**config.mk**
```make
export PLATFORM = sky130hd
export DESIGN_NAME = sodor_request_router_n
export DESIGN_NICKNAME = d
export VERILOG_FILES = /design/src/rtl/sodor_request_router_n.sv
export SDC_FILE = /design/constraint.sdc
export NUM_CORES = 1
export LEC_CHECK = 0
export ABC_AREA = 1
export BUFFER_PORTS_ARGS = -buffer_cell sky130_fd_sc_hd__buf_2
export CAP_MARGIN = 20
export CORE_AREA = 2 2 122 124
export DETAILED_ROUTE_END_ITERATION = 6
export DIE_AREA = 0 0 124 126
export SLEW_MARGIN = 20
export SYNTH_ARGS = -nofsm -noshare
export SYNTH_HDL_FRONTEND = slang
export SYNTH_SLANG_ARGS = --single-unit
```
**constraint.sdc**
```tcl
create_clock -name clock -period 2.4 [get_ports clock]
set_clock_uncertainty 0.1 [all_clocks]
set_input_delay 0.12 -clock clock [delete_from_list [all_inputs] [get_ports clock]]
set_output_delay 0.12 -clock clock [all_outputs]
set_load 0.005 [all_outputs]
```
**src/rtl/sodor_request_router_n.sv**
```systemverilog
// Request router: steers one core memory port to NUM_TARGETS address regions and
// returns responses in order via an ID FIFO; unmapped addresses get a local error reply.
module sodor_request_router_n #(
  parameter int unsigned                 NUM_TARGETS     = 2,
  parameter int unsigned                 XLEN            = 32,
  parameter int unsigned                 MAX_OUTSTANDING = 4,
  parameter logic [NUM_TARGETS*XLEN-1:0] REGION_BASE     = {32'h00000000, 32'h80000000},
  parameter logic [NUM_TARGETS*XLEN-1:0] REGION_MASK     = {32'h00000000, 32'hFFFC0000}
) (
  input  logic                               clock,
  input  logic                               reset,
  input  logic                               core_req_valid,
  output logic                               core_req_ready,
  input  logic [XLEN-1:0]                    core_req_addr,
  input  logic [XLEN-1:0]                    core_req_data,
  input  logic                               core_req_fcn,
  input  logic [2:0]                         core_req_typ,
  output logic                               core_resp_valid,
  output logic [XLEN-1:0]                    core_resp_data,
  output logic                               core_resp_err,
  output logic [NUM_TARGETS-1:0]             tgt_req_valid,
  input  logic [NUM_TARGETS-1:0]             tgt_req_ready,
  output logic [NUM_TARGETS*XLEN-1:0]        tgt_req_addr,
  output logic [NUM_TARGETS*XLEN-1:0]        tgt_req_data,
  output logic [NUM_TARGETS-1:0]             tgt_req_fcn,
  output logic [NUM_TARGETS*3-1:0]           tgt_req_typ,
  input  logic [NUM_TARGETS-1:0]             tgt_resp_valid,
  input  logic [NUM_TARGETS*XLEN-1:0]        tgt_resp_data,
  output logic [$clog2(MAX_OUTSTANDING):0]   outstanding,
  output logic                               protocol_err
);

  localparam int unsigned IDW  = $clog2(NUM_TARGETS + 1);
  localparam int unsigned PTRW = $clog2(MAX_OUTSTANDING);
  localparam int unsigned CNTW = PTRW + 1;
  localparam logic [IDW-1:0] ERR_ID = IDW'(NUM_TARGETS);

  logic [IDW-1:0]  sel;
  logic            found;
  logic            selReady;
  logic            full;
  logic            empty;
  logic            push;
  logic            pop;
  logic            unexpected;
  logic [IDW-1:0]  headId;
  logic [IDW-1:0]  idFifo [MAX_OUTSTANDING];
  logic [PTRW-1:0] headPtr;
  logic [PTRW-1:0] tailPtr;
  logic [CNTW-1:0] count;
  logic            protocolErr;

  // Lowest-indexed matching region wins; no match selects the local error path.
  always_comb begin
    sel      = ERR_ID;
    found    = 1'b0;
    selReady = 1'b0;
    for (int unsigned i = 0; i < NUM_TARGETS; i++) begin
      if (!found && ((core_req_addr & REGION_MASK[i*XLEN +: XLEN]) == REGION_BASE[i*XLEN +: XLEN])) begin
        sel   = IDW'(i);
        found = 1'b1;
      end
    end
    for (int unsigned i = 0; i < NUM_TARGETS; i++) begin
      if (sel == IDW'(i)) selReady = tgt_req_ready[i];
    end
  end

  assign full           = (count == CNTW'(MAX_OUTSTANDING));
  assign empty          = (count == '0);
  assign core_req_ready = !full && ((sel == ERR_ID) || selReady);
  assign push           = core_req_valid && core_req_ready;

  always_comb begin
    tgt_req_valid = '0;
    for (int unsigned i = 0; i < NUM_TARGETS; i++) begin
      tgt_req_valid[i] = reset && core_req_valid && (sel == IDW'(i)) && !full;
    end
  end

  assign tgt_req_addr = {NUM_TARGETS{core_req_addr}};
  assign tgt_req_data = {NUM_TARGETS{core_req_data}};
  assign tgt_req_fcn  = {NUM_TARGETS{core_req_fcn}};
  assign tgt_req_typ  = {NUM_TARGETS{core_req_typ}};

  assign headId = idFifo[headPtr];

  // Only the head target may respond; anything else is dropped and flagged.
  always_comb begin
    core_resp_valid = 1'b0;
    core_resp_data  = '0;
    core_resp_err   = 1'b0;
    pop             = 1'b0;
    unexpected      = 1'b0;
    for (int unsigned i = 0; i < NUM_TARGETS; i++) begin
      if (!empty && (headId == IDW'(i))) begin
        core_resp_valid = tgt_resp_valid[i];
        core_resp_data  = tgt_resp_data[i*XLEN +: XLEN];
        pop             = tgt_resp_valid[i];
      end else if (tgt_resp_valid[i]) begin
        unexpected = 1'b1;
      end
    end
    if (!empty && (headId == ERR_ID)) begin
      core_resp_valid = 1'b1;
      core_resp_err   = 1'b1;
      pop             = 1'b1;
    end
  end

  // Storage needs no reset: occupancy alone defines which entries are live.
  always_ff @(posedge clock) begin
    if (push) idFifo[tailPtr] <= sel;
  end

  // Reset release is expected to be synchronous to clock at the system level.
  always_ff @(posedge clock or negedge reset) begin
    if (!reset) begin
      headPtr     <= '0;
      tailPtr     <= '0;
      count       <= '0;
      protocolErr <= 1'b0;
    end else begin
      if (push) tailPtr <= tailPtr + PTRW'(1);
      if (pop)  headPtr <= headPtr + PTRW'(1);
      if (push && !pop)      count <= count + CNTW'(1);
      else if (!push && pop) count <= count - CNTW'(1);
      if (unexpected) protocolErr <= 1'b1;
    end
  end

  assign outstanding  = count;
  assign protocol_err = protocolErr;

endmodule

```
==> results of run 1 <==
==> where the power goes <==
group | total, µW | internal [µW] | switching (µW)
registers | 349 | 283 | 66.4
logic | 1780 | 744 | 1030
clock network | 302 | 219 | 83.1
total | 2430 | 1250 | 1180
==> registers in the layout (all words and copies together), names as in the netlist <==
name	flops
headPtr	2
protocol_err	1
tailPtr	2
idFifo	4
outstanding	3
==> cell families after synthesis <==
kind of cell	synth area share, %
xor gates and xnor gates	1.09
buffers and inverters	53.0
and+or+nand+nor	14.6
adders and majority gates	3.43
DFF	13.3
other	0.156
AOI/OAI and AO/OA	14.4
==> metrics by stage <==
stage / instance area, µm² / std cells / setup slack [ns]
3_3_place_gp: 2360 / 543 / 0.190
4_1_cts: 2450 / 548 / 0.178
2_1_floorplan: 2410 / 345 / 0.271
5_1_grt: 2450 / 548 / 0.0130
6_report: 2450 / 548 / 0.187
3_5_place_dp: 2360 / 543 / 0.165
==> worst max path at each step <==
stage | from | depth (start not counted) | endpoint
after floorplan | headPtr[0] | 11 | outstanding[1]
after global placement | core_req_addr[21] | 14 | outstanding[2]
after detailed placement | core_req_addr[21] | 14 | outstanding[2]
after CTS | outstanding[1] | 12 | outstanding[2]
after global routing | outstanding[1] | 12 | outstanding[2]
final | outstanding[1] | 12 | outstanding[2]
==> synthesized netlist by cell type, types with 2 or more instances <==
| library cell | number |
|---|---|
| nor2_1 | 18 |
| o211ai_1 | 2 |
| ha_1 | 5 |
| nand2_1 | 54 |
| buf_4 | 137 |
| inv_1 | 52 |
| a21oi_1 | 5 |
| xor2_1 | 2 |
| nand3_2 | 3 |
| edfxtp_1 | 4 |
| o21ai_0 | 4 |
| buf_6 | 3 |
| o21ai_2 | 27 |
| o21ai_1 | 3 |
| buf_2 | 3 |
| dfrtp_1 | 8 |
| nand3_1 | 7 |
==> critical path, delay by kind of cell, from the launching register on <==
| kind | cells | cell delay (ns) |
|---|---|---|
| adder cells (fa/ha/maj) | 2 | 0.51 |
| AO/OA/AOI/OAI | 4 | 0.49 |
| flip-flops | 1 | 0.41 |
| buffers and inverters | 3 | 0.24 |
| AND/OR/NAND/NOR | 2 | 0.17 |
| XOR/XNOR | 1 | 0.16 |
==> what timing repair did <==
item,4_1_cts,5_1_grt
resized for setup,0,1
setup endpoints to repair,0,1
hold endpoints to repair,8,0
hold buffers,1,0
==> final cells by class <==
type | instances | area [µm²] | area share (%)
Clock buffer | 3 | 75.1 | 3.06
Sequential cell | 12 | 320 | 13.1
Timing Repair Buffer | 158 | 808 | 32.9
Clock inverter | 1 | 3.75 | 0.153
Inverter | 53 | 199 | 8.11
Multi-Input combinational cell | 137 | 817 | 33.3
Tap cell | 184 | 230 | 9.38
==> routing by layer <==
layer | share of wire, % | track usage [%]
met1 | 37 | 7.54
met2 | 44 | 11.2
met3 | 17 | 4.94
met4 | 2.2 | 2.38
met5 | 0 | 3.62
==> qor.txt, run 1 <==
Area Overhead vs Synth -> 1.87%
Tot Pwr -> 2430 µW
Highest clock rate -> 452 MHz
H-Tree Depth -> 1
Post-CTS Setup Bufs -> 0
Die height -> 126 µm
Tmin final -> 2.21 ns
Worst EP arrival -> 2.22 ns
Clk pin slew, worst setup/hold paths -> 0.04 ns
Via/cell ratio -> 3.41
Worst hold slack -> 0.0383 ns
Final net count -> 510
Fin. Hold Viols -> 0
Worst skew pair latency -> 0.24 ns
Slowest CP cell -> dfrtp_1
Synth Warn # -> 0
Rel. slew slack -> 63.0%
Final design utilization -> 17.1%
Vias -> 1867
Gpl congestion -> 0.784
Clk sinks -> 12
Remaining antenna violation count after routing -> 0
Register area share after synthesis -> 13.3%
Largest net degree at the start of global routing -> 36
Synth area leader -> buf_4
Most common cell after layout, fill and taps aside -> buf_2
Mapped Nets -> 490
CP Cell Sequence -> inv_1 > nand3_2 > a21boi_4 > nand2_4 > o21ai_4 > inv_1 > ha_1 > inv_1 > fa_1 > a21oi_1 > o21ai_0 > xor2_1
CORE AREA -> 14300 µm²
WHS Path Cells -> 3
Maximum fanout along the worst path -> 4
R2R Path End -> outstanding[2]
Post-synth EDFFs -> 4
Clk root buf -> clkbuf_16
Maximum clock insertion buffer count -> 2
Die Area -> 15600 µm²
All-Layer GR Usage -> 7.23%
Ports -> 316
Maximum vdd drop -> 0.000506 V
HP Class -> input port to register
Starting DRC count in detailed routing -> 24
Post-DP HPWL -> 5190 µm
CTS Buf Count -> 3
Final setup vio count -> 0
Pwr dens -> 989 nW/µm²
Status -> finished, final reports clean
Initial core utilization -> 16.8%
Setup repair after global routing missed its margin -> false
Yosys cell types -> 25
R2R Setup Slk -> 0.19 ns
First-pass GRT wire length -> 8800 µm
Gr ovfl total -> 0
Crit Path Class -> register to register
First drt pass iteration count -> 4
Req. time, crit path -> 2.41 ns
Crit start category -> register
Die extent in x -> 124 µm
WL final -> 6180 µm
Most common cell on crit path -> inv_1
Leak Pwr -> 0.00141 µW
Share of layout cells above drive strength 1 -> 53.6%
WL/cell -> 11.3 µm
#FFs+latches synth -> 12
Input/output buffers -> 152
CTS tree -> built
Initial antenna violation count -> 0
Hold EP -> protocol_err
Async SR Flop Fraction -> 66.7%
Synth top area share -> 42.7%
Ranking of synthesized cells by area -> buf_4 43%, o21ai_2 9.8%, nand2_1 8.4%
Row Count -> 44
Crit end category -> register
Sum Neg Setup Slack -> 0 ns
Most used DFF post-synth -> dfrtp_1
Maxcap violations -> 0
Worst slew pin tran -> 0.555 ns
Vias in the first global route -> 1748
Hold Startpoint -> tgt_resp_valid[1]
N_diodes -> 0
Slew Limit Fails -> 0
Crit path largest cell delay -> 0.41 ns
Crit share post-route -> 92.2%
Avg Cell Area, Syn -> 6.98 µm²
DRC Markers -> 0
Critical R2R Launch -> outstanding[1]
Fill cell count -> 1652
Most frequent cells in the layout -> 152 x buf_2, 54 x nand2_1, 52 x inv_1
Cells after Synth -> 345
Mapped cell area -> 2410 µm²
Cells on worst reg2reg path -> 12
No activity file was read; power rests on OpenSTA's default activity.
==> run 2, diff against run 1 <==
==> constraint.sdc (replaced) <==
create_clock -name clock -period 2.05 [get_ports clock]
set_clock_uncertainty 0.1 [all_clocks]
set_input_delay 0.1025 -clock clock [delete_from_list [all_inputs] [get_ports clock]]
set_output_delay 0.1025 -clock clock [all_outputs]
set_load 0.005 [all_outputs]
==> run 2 against run 1 <==
Effect of this change:
- the flow now finishes with violations (setup timing)
- critical endpoint is now outstanding[1]
- global-route usage rose by 0.22 points
- via count is 6.9% higher
- cell count rose by 5.1%
- clock power increased by 18%
- total power increased by 31%
- largest power group unchanged
- first-iteration DRC count rose to 2.8 times the previous value
- design area rose by 10%
- non-clock buffer count is 28 higher
- register-to-register slack worse by 0.19 ns
- hold slack lost 0.015 ns
- critical path depth unchanged
- sequential cell count stayed put
==> qor.txt, run 2 (synthesis results as in run 1) <==
Vias -> 1995 (+6.9%)
Gpl congestion -> 0.721 (-8.1%)
N_diodes -> 0 (unchanged)
Crit Path Class -> register to register
Clk root buf -> clkbuf_16
Die height -> 126 µm (unchanged)
Net Sw Power -> 1480 µW (+25%)
CP top delay family -> adder cells
Crit end category -> register
CP Cell Sequence -> inv_2 > nand2_2 > nand3_4 > a21boi_4 > nand2_4 > o21ai_4 > inv_2 > ha_4 > inv_4 > fa_2 > nor2_2 > a21oi_1
WL/cell -> 11.4 µm (+1.3%)
Req. time, crit path -> 2.07 ns (-0.34 ns)
Final setup vio count -> 1 (+1)
Tmin final -> 2.06 ns (-0.156 ns)
Worst skew pair latency -> 0.24 ns (about the same)
HP Class -> input port to register
Maximum clock insertion buffer count -> 2 (unchanged)
Row Count -> 44 (unchanged)
DRC Markers -> 0 (unchanged)
Critical R2R Launch -> headPtr[0]
Worst setup startpoint -> headPtr[0]
Setup repair after global routing missed its margin -> true
Initial antenna violation count -> 0 (unchanged)
Starting DRC count in detailed routing -> 67 (+180%)
Pre-CTS WS -> -0.0509 ns (-0.216 ns)
Comb power frac -> 76.3% (+3.1 points)
Maxcap violations -> 0 (unchanged)
CTS Buf Count -> 3 (unchanged)
Pwr dens -> 1180 nW/µm² (+19%)
Final net count -> 538 (+5.5%)
Max FFs per register -> 4 (unchanged)
CTS tree -> built
First drt pass iteration count -> 4 (unchanged)
H-Tree Depth -> 1 (unchanged)
Clk sinks -> 12 (unchanged)
Sum Neg Setup Slack -> -0.00650 ns (-0.00650 ns)
Remaining antenna violation count after routing -> 0 (unchanged)
Maximum vdd drop -> 0.000461 V (-8.9%)
Post-DP HPWL -> 5460 µm (+5.0%)
Ports -> 316 (unchanged)
Slew Limit Fails -> 0 (unchanged)
Sequential Power Share -> 12.5% (-1.9 points)
Largest net degree at the start of global routing -> 36 (unchanged)
Pint -> 1700 µW (+37%)
R2R Setup Slk -> -0.007 ns (-0.19 ns)
Switching share of power -> 46.5% (-2.1 points)
Maximum fanout along the worst path -> 4 (unchanged)
GR Layer Usage met1 -> 7.29% (-0.25 points)
Input/output buffers -> 152 (unchanged)
Die Area -> 15600 µm² (unchanged)
Final design utilization -> 18.9% (+1.8 points)
WL final -> 6580 µm (+6.5%)
Fill cell count -> 1623 (-1.8%)
Slowest CP cell -> fa_2
All-Layer GR Usage -> 7.46% (+0.22 points)
CP bufs+invs -> 3 (unchanged)
Most common cell on crit path -> inv_2
Status -> complete, but fails checks
Clk pin slew, worst setup/hold paths -> 0.04 ns (about the same)
Crit start category -> register
Met3 usage -> 5.25% (+0.32 points)
CORE AREA -> 14300 µm² (unchanged)
Highest clock rate -> 486 MHz (+7.6%)
Top Usage Layer GRT -> met2
Most common cell after layout, fill and taps aside -> buf_2
Area Overhead vs Synth -> 12.5%
Die extent in x -> 124 µm (unchanged)
Worst EP arrival -> 2.08 ns (-0.14 ns)
Failing checks -> setup timing
Crit path largest cell delay -> 0.43 ns (+0.02 ns)
Worst setup margin -> -0.00650 ns (-0.194 ns)
Initial core utilization -> 16.8% (unchanged)
GRT met2 Usage -> 11.6% (+0.32 points)
Gr ovfl total -> 0 (unchanged)
Share of layout cells above drive strength 1 -> 59.7% (+6.1 points)
Fin. Hold Viols -> 0 (unchanged)
Hold Startpoint -> tgt_resp_valid[1]
Crit share post-route -> 100% (+8.1 points)
Most frequent cells in the layout -> 152 x buf_2, 52 x nand2_1, 47 x inv_1
Vias in the first global route -> 1784 (+2.1%)
Via/cell ratio -> 3.46 (+1.7%)
Clk pwr share -> 11.2% (-1.2 points)
First-pass GRT wire length -> 8960 µm (+1.9%)
Leak Pwr -> 0.00155 µW (+9.7%)
Largest register by flop count -> idFifo
-- run 2: cell types whose count changed in the layout (fill, tap and decap cells not counted), moves of 2 or more --
cell	change
nand2_2	+2
buf_6	+2
inv_1	-5
inv_2	+4
nand2_1	-2
buf_4	+26
-- run 2: layout make-up --
| type | count | area (µm²) | share of cell area [%] |
|---|---|---|---|
| Clock buffer | 3 | 75.1 | 2.77 |
| Clock inverter | 1 | 3.75 | 0.139 |
| Timing Repair Buffer | 186 | 1030 | 37.9 |
| Tap cell | 184 | 230 | 8.50 |
| Sequential cell | 12 | 320 | 11.8 |
| Multi-Input combinational cell | 137 | 852 | 31.5 |
| Inverter | 53 | 201 | 7.44 |
-- run 2: what timing repair did --
action	4_1_cts	5_1_grt
setup buffers	2	3
pin swaps	3	7
hold endpoints to repair	8	0
setup endpoints to repair	4	34
resized for setup	1	11
hold buffers	1	0
-- run 2: stage by stage --
step	power (µW)	hold slack (ns)	area (µm²)	std cells
finish	3190	0.0230	2710	576
global route	3580	0.0360	2710	576
CTS	3130	0.0235	2640	573
detailed placement	2730	-0.123	2540	566
global placement	2700	-0.124	2540	566
floorplan	2000	-0.293	2420	345
-- run 2: power by group through the flow --
stage          clock (µW)  combinational (µW)  sequential [µW]
2_1_floorplan           0                1590              411
4_1_cts               359                2380              394
3_3_place_gp            0                2310              397
6_report              356                2430              399
3_5_place_dp            0                2330              400
5_1_grt               381                2800              406
-- run 2: worst paths after layout --
path                                        to  depth (start not counted)
worst max-delay path            outstanding[1]                         12
worst min-delay path              protocol_err                          3
worst max register to register  outstanding[1]                         12
worst min register to register    protocol_err                          2
max in group asynchronous           tailPtr[0]                          2
min in group asynchronous       outstanding[0]                          2
-- run 2: routing by layer --
layer | wire, µm | up-vias
met1 | 2330 | 813
met4 | 274 | 2
met5 | 46 | -
li1 | - | 1001
met2 | 2880 | 155
met3 | 1050 | 24
-- run 2: worst min-delay path, cell delays in order --
cell and delay [ns]:
buf_2 0.09, a21oi_1 0.06, o21ai_0 0.07
==> run 3, diff against run 2 <==
--- a/config.mk
+++ b/config.mk
@@ -11,6 +11,7 @@
 export CORE_AREA = 2 2 122 124
 export DETAILED_ROUTE_END_ITERATION = 6
 export DIE_AREA = 0 0 124 126
+export REMOVE_ABC_BUFFERS = 1
 export SLEW_MARGIN = 20
 export SYNTH_ARGS = -nofsm -noshare
 export SYNTH_HDL_FRONTEND = slang
==> run 3 against run 2 <==
Effect of this change:
- the flow still finishes with violations (setup timing)
- combinational power is 3% higher
- fmax is 1.3% lower
- design area is 0.37% lower
- via count is 6.2% higher
- wire length is 110% higher
- hold slack worse by 0.013 ns
- sequential cell count stayed put
- critical path depth is 1 lower
- critical endpoint unchanged
- total power is 2.6% higher
- die area stayed put
==> qor.txt, run 3 (synthesis results as in run 1) <==
Status -> complete, but fails checks
Failing checks -> setup timing
Initial core utilization -> 16.8% (unchanged)
Clk root buf -> clkbuf_16
Clk pin slew, worst setup/hold paths -> 0.05 ns (about the same)
Worst skew pair latency -> 0.24 ns (about the same)
Input/output buffers -> 152 (unchanged)
Maximum vdd drop -> 0.000678 V (+47%)
Sum Neg Setup Slack -> -0.0327 ns (-0.0262 ns)
Crit start category -> register
WHS Path Cells -> 3 (unchanged)
Die Area -> 15600 µm² (unchanged)
CTS Buf Count -> 3 (unchanged)
Pwr dens -> 1210 nW/µm² (+3.0%)
Highest clock rate -> 480 MHz (-1.3%)
Crit share post-route -> 102% (+1.3 points)
Area after DPL -> 2570 µm² (+1.2%)
Die height -> 126 µm (unchanged)
Largest net degree at the start of global routing -> 36 (unchanged)
Largest register by flop count -> idFifo
Hold EP -> protocol_err
Area Overhead vs Synth -> 12.1%
Max FFs per register -> 4 (unchanged)
Critical R2R Launch -> headPtr[0]
Gr ovfl total -> 0 (unchanged)
Worst EP arrival -> 2.11 ns (+0.03 ns)
CORE AREA -> 14300 µm² (unchanged)
Worst setup margin -> -0.0327 ns (-0.0262 ns)
Vias in the first global route -> 1917 (+7.5%)
Clk sinks -> 12 (unchanged)
Gpl congestion -> 0.778 (+8.0%)
Maxcap violations -> 0 (unchanged)
Die extent in x -> 124 µm (unchanged)
Share of layout cells above drive strength 1 -> 58.5% (-1.2 points)
Tmin final -> 2.08 ns (+0.0262 ns)
Vias -> 2118 (+6.2%)
Fill cell count -> 1647 (+1.5%)
Remaining antenna violation count after routing -> 0 (unchanged)
Initial antenna violation count -> 0 (unchanged)
Cells on worst reg2reg path -> 11 (-1)
Post-DP HPWL -> 12500 µm (+130%)
H-Tree Depth -> 1 (unchanged)
First-pass GRT wire length -> 17200 µm (+92%)
WL/cell -> 24.0 µm (+110%)
Ports -> 316 (unchanged)
R2R Path End -> outstanding[1]
WL final -> 13900 µm (+110%)
Most frequent cells in the layout -> 152 x buf_2, 52 x nand2_1, 51 x inv_1
Leak Pwr -> 0.00155 µW (+0.39%)
Setup repair after global routing missed its margin -> true
Final net count -> 539 (+0.19%)
Hold Startpoint -> tgt_resp_valid[1]
Most common cell after layout, fill and taps aside -> buf_2
HP Class -> input port to register
Maximum clock insertion buffer count -> 2 (unchanged)
First drt pass iteration count -> 4 (unchanged)
Starting DRC count in detailed routing -> 90 (+34%)
Slew Limit Fails -> 0 (unchanged)
Row Count -> 44 (unchanged)
N_diodes -> 0 (unchanged)
Crit end category -> register
Maximum fanout along the worst path -> 4 (unchanged)
Final setup vio count -> 1 (unchanged)
Crit Path Class -> register to register
R2R Setup Slk -> -0.03 ns (-0.03 ns)
Req. time, crit path -> 2.08 ns (about the same)
All-Layer GR Usage -> 16.8% (+9.4 points)
Fin. Hold Viols -> 0 (unchanged)
DRC Markers -> 0 (unchanged)
Final instance area -> 2700 µm² (-0.37%)
CTS tree -> built
Via/cell ratio -> 3.67 (+6.0%)
[run 3: final cells by class]
type	instances	area, µm²	area share [%]
Timing Repair Buffer	187	1030	38.3
Tap cell	184	230	8.53
Clock buffer	3	75.1	2.78
Clock inverter	1	3.75	0.139
Sequential cell	12	320	11.9
Multi-Input combinational cell	137	837	31.0
Inverter	53	199	7.37
[run 3: what timing repair did]
| item | in CTS | in global routing |
|---|---|---|
| buffers inserted | 1 | 0 |
| hold endpoints to repair | 8 | 0 |
| resized for setup | 4 | 7 |
| setup endpoints to repair | 8 | 4 |
| pin swaps | 1 | 3 |
| hold buffers | 1 | 0 |
[run 3: worst max-delay path: stages, from the launching register on]
cell,delay (ns)
dfrtp_1,0.41
nand2_1,0.12
nand3_4,0.11
a21boi_4,0.20
nand2_4,0.07
o21ai_4,0.06
inv_1,0.05
ha_2,0.18
inv_2,0.06
fa_2,0.44
nor2_2,0.11
a21oi_1,0.04
[run 3: report_power, final]
group / leakage (µW) / internal [µW] / switching [µW] / total [µW]
clock: 0.0000385 / 257 / 108 / 365
combinational: 0.00139 / 1090 / 1420 / 2510
sequential: 0.000127 / 331 / 57.9 / 389
total: 0.00155 / 1680 / 1590 / 3270
[run 3: layer usage]
layer | GRT usage (%) | part of all wire (%)
met4 | 2.45 | 0.90
met1 | 13.3 | 26
met2 | 26.0 | 45
met3 | 21.1 | 27
met5 | 6.25 | 0.99
[run 3: worst max path at each step]
stage                            startpoint             end  cells after the start
after floorplan                  headPtr[0]  outstanding[1]                     11
after global placement    core_req_addr[19]  outstanding[2]                     14
after detailed placement  core_req_addr[19]  outstanding[2]                     14
after CTS                        headPtr[0]  outstanding[1]                     12
after global routing             headPtr[0]  outstanding[1]                     11
final                            headPtr[0]  outstanding[1]                     11
[run 3: metrics by stage]
step | utilization, % | hold WS, ns | std cells | power [µW] | setup WS, ns
CTS | 18.7 | 0.0120 | 577 | 3300 | -0.0318
finish | 18.9 | 0.00966 | 577 | 3270 | -0.0327
floorplan | - | -0.293 | 202 | 1620 | -0.682
detailed placement | 18.0 | -0.118 | 571 | 2860 | -0.0905
global placement | 18.0 | -0.118 | 571 | 2860 | -0.0772
global route | 18.9 | 0.0279 | 577 | 3590 | -0.122
